===== src/rtl/mult_accum_pkg.sv =====
// Shared types and default widths for the multiply-accumulate block.
package mult_accum_pkg;

    localparam int unsigned PROD_W_DEF = 16;
    localparam int unsigned ACC_W_DEF  = 20;
    localparam int unsigned CNT_W_DEF  = 8;

    typedef enum logic [1:0] {
        ST_IDLE  = 2'd0,
        ST_ACCUM = 2'd1,
        ST_DONE  = 2'd2
    } state_t;

endpackage


===== src/rtl/rca.sv =====
// Ripple-carry adder: W-bit sum with carry-in and carry-out.
module rca #(
    parameter int unsigned W = 20
) (
    input  logic [W-1:0] a,
    input  logic [W-1:0] b,
    input  logic         cin,
    output logic [W-1:0] sum,
    output logic         cout
);

    logic carry;

    // Full-adder chain, LSB first.
    always_comb begin
        carry = cin;
        sum   = '0;
        for (int i = 0; i < int'(W); i++) begin
            sum[i] = a[i] ^ b[i] ^ carry;
            carry  = (a[i] & b[i]) | (carry & (a[i] ^ b[i]));
        end
        cout = carry;
    end

endmodule


===== src/rtl/mult_accum.sv =====
// Saturating accumulator for a fixed-length burst of multiplier products.
module mult_accum
    import mult_accum_pkg::*;
#(
    parameter int unsigned PROD_W = PROD_W_DEF,
    parameter int unsigned ACC_W  = ACC_W_DEF,
    parameter int unsigned CNT_W  = CNT_W_DEF
) (
    input  logic              clk,
    input  logic              reset,
    input  logic              start,
    input  logic [CNT_W-1:0]  len,
    input  logic              in_valid,
    input  logic [PROD_W-1:0] in_prod,
    output logic              in_ready,
    output logic              out_valid,
    input  logic              out_ready,
    output logic [ACC_W-1:0]  out_sum,
    output logic              out_ovf,
    output logic              busy
);

    state_t           state;
    state_t           state_nxt;
    logic [ACC_W-1:0] acc;
    logic             ovf;
    logic [CNT_W-1:0] remaining;
    logic [ACC_W-1:0] add_sum;
    logic             add_cout;
    logic             accept;

    // A product is taken only while accumulating and the producer is valid.
    assign accept = (state == ST_ACCUM) && in_valid;

    // Accumulator adder; its carry-out is the saturation flag.
    rca #(
        .W (ACC_W)
    ) u_rca (
        .a    (acc),
        .b    (ACC_W'(in_prod)),
        .cin  (1'b0),
        .sum  (add_sum),
        .cout (add_cout)
    );

    // State register.
    always_ff @(posedge clk or posedge reset) begin
        if (reset) begin
            state <= ST_IDLE;
        end else begin
            state <= state_nxt;
        end
    end

    // Next-state logic; start is only looked at in IDLE.
    always_comb begin
        state_nxt = state;
        case (state)
            ST_IDLE: begin
                if (start) begin
                    state_nxt = (len != '0) ? ST_ACCUM : ST_DONE;
                end
            end
            ST_ACCUM: begin
                if (accept && (remaining == CNT_W'(1))) begin
                    state_nxt = ST_DONE;
                end
            end
            ST_DONE: begin
                if (out_ready) begin
                    state_nxt = ST_IDLE;
                end
            end
            default: state_nxt = ST_IDLE;
        endcase
    end

    // Output decode straight from registered state and datapath.
    always_comb begin
        in_ready  = 1'b0;
        out_valid = 1'b0;
        busy      = 1'b0;
        out_sum   = acc;
        out_ovf   = ovf;
        case (state)
            ST_ACCUM: begin
                in_ready = 1'b1;
                busy     = 1'b1;
            end
            ST_DONE: begin
                out_valid = 1'b1;
                busy      = 1'b1;
            end
            default: ;
        endcase
    end

    // Datapath: clear on accepted start, saturating add on each accepted product.
    always_ff @(posedge clk or posedge reset) begin
        if (reset) begin
            acc       <= '0;
            ovf       <= 1'b0;
            remaining <= '0;
        end else begin
            case (state)
                ST_IDLE: begin
                    if (start) begin
                        acc       <= '0;
                        ovf       <= 1'b0;
                        remaining <= len;
                    end
                end
                ST_ACCUM: begin
                    if (accept) begin
                        acc       <= add_cout ? '1 : add_sum;
                        ovf       <= ovf | add_cout;
                        remaining <= remaining - CNT_W'(1);
                    end
                end
                default: ;
            endcase
        end
    end

endmodule


===== config.mk =====
export PLATFORM = sky130hd
export DESIGN_NAME = mult_accum
export DESIGN_NICKNAME = d
export VERILOG_FILES = /design/src/rtl/mult_accum_pkg.sv /design/src/rtl/rca.sv /design/src/rtl/mult_accum.sv
export SDC_FILE = /design/constraint.sdc
export NUM_CORES = 1
export LEC_CHECK = 0
export BUFFER_PORTS_ARGS = -buffer_cell sky130_fd_sc_hd__buf_2
export CORE_MARGIN = 2
export CORE_UTILIZATION = 45
export DETAILED_ROUTE_END_ITERATION = 10
export PLACE_DENSITY = 0.67
export SETUP_SLACK_MARGIN = 0.15
export SYNTH_ARGS = -nofsm -noshare
export SYNTH_HDL_FRONTEND = slang
export SYNTH_SLANG_ARGS = --single-unit

===== constraint.sdc =====
create_clock -name clk -period 8.45 [get_ports clk]
set_input_delay 0.4225 -clock clk [delete_from_list [all_inputs] [get_ports clk]]
set_output_delay 0.4225 -clock clk [all_outputs]
set_load 0.02 [all_outputs]

==> metrics.txt <==
Combinational Power Share=0.522; most frequent cells after synthesis=o21ai_0, dfrtp_1, nand2_1; post-synthesis sequential area ratio=0.3972; Syn Area/Cell=9.815 um^2; worst hold path class=input pin to async pin; router iterations before antenna repair=4; CP startpoint kind=flip-flop; most frequent CP cell=fa_1; r2r worst-path depth=24; PD cells=359.8 mW/mm^2; nets@finish=301; post-synth cell types=34; EDFF count, synth=0; Initial Util=0.4780; Iteration-0 DRC Markers=88; top-area cell type share of the netlist area=0.3972; Hold Buf Count CTS=0; first-pass GRT wire length=6672 um; RSZ-0062 raised after global routing=no; FILL cells=375; Worst EP arrival=7900 ps; vias in the first global route=1442; htree depth=2; #FFs+latches synth=31; Tmin final=7727 ps; Routed Wire Length=3910 um; Post-Synth XOR/XNOR Area=0; Fin Clk Skew=3.267 ps; Ys Warns=0; Int Power=449.8 uW; Final Cycle Share=0.9145; NetSw=387.0 uW; FFs w/ async S/R, synth=1.000; reg2reg setup slack=720 ps; total gr overflow=0; post-synth net total=252; DP Wirelength=2838 um; Max IR drop VDD=0.0002936 V; Worst Path Required=8620 ps; Least-Margin Pin Slew=546.7 ps; routed vias/inst=5.217; # diodes=0; Clk network pwr share=0.156; crit path kind=flip-flop to flip-flop; CP max stage delay=410 ps; root buf cell=clkbuf_8; Final Hold Fails=0; Critical Path End Type=flip-flop; Post-synth top flop=dfrtp_1; Setup Fix Bufs, Post-CTS=0; core area=0.004086 mm^2; multiplexer share of the synthesized area=0.02306; Sw Share=0.4625; width of the die=69.88 um; Max-Cap Viols=0; die height=69.88 um; endpoints failing setup=0; Cell Rows=23; Crit Reg-Reg Endpoint=out_ovf$_DFFE_PP0P_; ratio of cells with drive above 1 in the final layout=0.2570; Lkg Pwr=1.166 nW; Post-DRT Antenna Nets=0; GPL Wtd Cong=0.8056; Critical-path top delay cell=fa_1; top post-synthesis cells by area=dfrtp_1, fa_1, o21ai_0; clock buffer count from CTS=5; Synth Cell Area=0.001953 mm^2; Max FO, Critical Path=20; Overall Global Routing Usage=0.1707; Max Root-Sink Buffers=2; dominant cell type by area after synthesis=dfrtp_1; sequential share of power=0.322; clk sinks=31; fmax=129.4 MHz; Final Max Tran Viols=0; TritonCTS clock tree=yes; die area=0.004883 mm^2; Cell Chain, Critical Path=ha_1 -> fa_1 -> fa_1 -> fa_1 -> fa_1 -> fa_1 -> fa_1 -> fa_1 -> fa_1 -> fa_1 -> fa_1 -> fa_1 -> fa_1 -> fa_1 -> fa_1 -> inv_1 -> fa_1 -> inv_1 -> ha_1 -> ha_1 -> ha_1 -> and2_1 -> and3_1 -> o22a_1; Boundary Pins=53; final core utilization=0.5692; largest net degree at the start of global routing=54; synthesized netlist cell count=199; Rel. slew slack=0.6356; run status=completed; initial antenna violation count=0; reg2reg start=out_sum[0]$_DFFE_PP0P_; post-cts repair resize count=0; area grow syn2layout=19.09%; worst-skew pair later-pin latency=280 ps; dominant cell by count in the synthesized netlist=o21ai_0; sum of negative setup slack=0 ps; Adder-Cell Fraction of Synth Area=0.2114; DRC=0; routed len/inst=13.08 um; complex-gate fraction of the synthesized area=0.1909; overall via count from detail_route=1560; main combinational cell family by area after synthesis=adder cells; clk slew on worst S/H paths=70 ps; input/output buffers=52; Simple-Gate Fraction of Synth Area=0.1192
==> final cells by class <==
type / count / area, um^2 / share of cell area
timing repair buffer: 54 / 275.3 / 0.1183
sequential: 31 / 775.7 / 0.3335
multi-input combinational: 143 / 1064 / 0.4572
tap: 50 / 62.56 / 0.02690
clock buffer: 8 / 100.1 / 0.04303
inverter: 13 / 48.80 / 0.02098
==> power by group through the flow <==
stage | sequential [mW] | clock (mW) | combinational [mW]
finish | 0.269 | 0.131 | 0.437
CTS | 0.271 | 0.131 | 0.443
global route | 0.282 | 0.138 | 0.505
global placement | 0.273 | 0 | 0.435
detailed placement | 0.273 | 0 | 0.440
floorplan | 0.308 | 0 | 0.306
==> metal layers <==
layer | share of wire | vias to the layer above | wire length [um] | GRT usage
li1 | - | 788 | - | -
met1 | 0.49 | 736 | 1926 | 0.2505
met2 | 0.44 | 32 | 1731 | 0.2455
met3 | 0.052 | 4 | 204 | 0.05339
met4 | 0.012 | 0 | 48 | 0.04487
met5 | 0 | - | 0 | 0
==> through the flow <==
step | worst slack [ps] | instance area, um^2 | hold WS (ps) | total power [mW] | instances
2_1_floorplan | 987.7 | 1953 | 487.7 | 0.6134 | 199
3_3_place_gp | 679.8 | 2226 | 497.6 | 0.7076 | 291
3_5_place_dp | 573.2 | 2226 | 494.3 | 0.7131 | 291
4_1_cts | 719.8 | 2326 | 239.4 | 0.8450 | 299
5_1_grt | 354.9 | 2326 | 253.4 | 0.9250 | 299
6_report | 722.5 | 2326 | 211.1 | 0.8369 | 299
==> flip-flops by register name, indices dropped and copies added (netlist names) <==
name and count:
remaining 8, state 2, out_ovf 1, out_sum 20
==> placed cells by master, fill, tap and decap left out, types with 2 or more instances in the layout <==
| cell type | netlist | routed |
|---|---|---|
| a21oi_1 | 7 | 7 |
| a31oi_1 | 2 | 2 |
| a41oi_1 | 3 | 3 |
| buf_2 | 3 | 52 |
| buf_4 | 0 | 2 |
| clkbuf_8 | 0 | 7 |
| dfrtp_1 | 31 | 31 |
| fa_1 | 15 | 15 |
| ha_1 | 9 | 9 |
| inv_1 | 13 | 13 |
| mux2i_1 | 3 | 3 |
| nand2_1 | 29 | 29 |
| nand3_1 | 3 | 3 |
| nor2_1 | 7 | 7 |
| nor4_1 | 2 | 2 |
| o21ai_0 | 41 | 41 |
| o22a_1 | 6 | 6 |
==> kinds of logic (layout without fill, tap and decap cells) <==
logic type | after synthesis | in the layout
muxes | 4 | 4
and+or+nand+nor | 51 | 51
adders and majority gates | 24 | 24
buffers and inverters | 25 | 75
DFF | 31 | 31
AOI/OAI and AO/OA | 64 | 64
==> worst max-delay path: cells and delay by family, from the launching register on <==
family,cells,cell delay [ps]
AO/OA/AOI/OAI,1,160
adder cells (fa/ha/maj),19,6330
buffers and inverters,2,110
flip-flops,1,400
AND/OR/NAND/NOR,2,590
==> worst max-delay path by stage <==
stage	startpoint	to	slack (ps)	cells past startpoint
2_1_floorplan	out_sum[0]$_DFFE_PP0P_	out_ovf$_DFFE_PP0P_	990	25
3_3_place_gp	in_prod[0]	out_ovf$_DFFE_PP0P_	680	25
3_5_place_dp	in_prod[0]	out_ovf$_DFFE_PP0P_	570	25
4_1_cts	out_sum[0]$_DFFE_PP0P_	out_ovf$_DFFE_PP0P_	720	24
5_1_grt	out_sum[0]$_DFFE_PP0P_	out_ovf$_DFFE_PP0P_	350	24
6_report	out_sum[0]$_DFFE_PP0P_	out_ovf$_DFFE_PP0P_	720	24
Power figures use the tool's default switching activity.
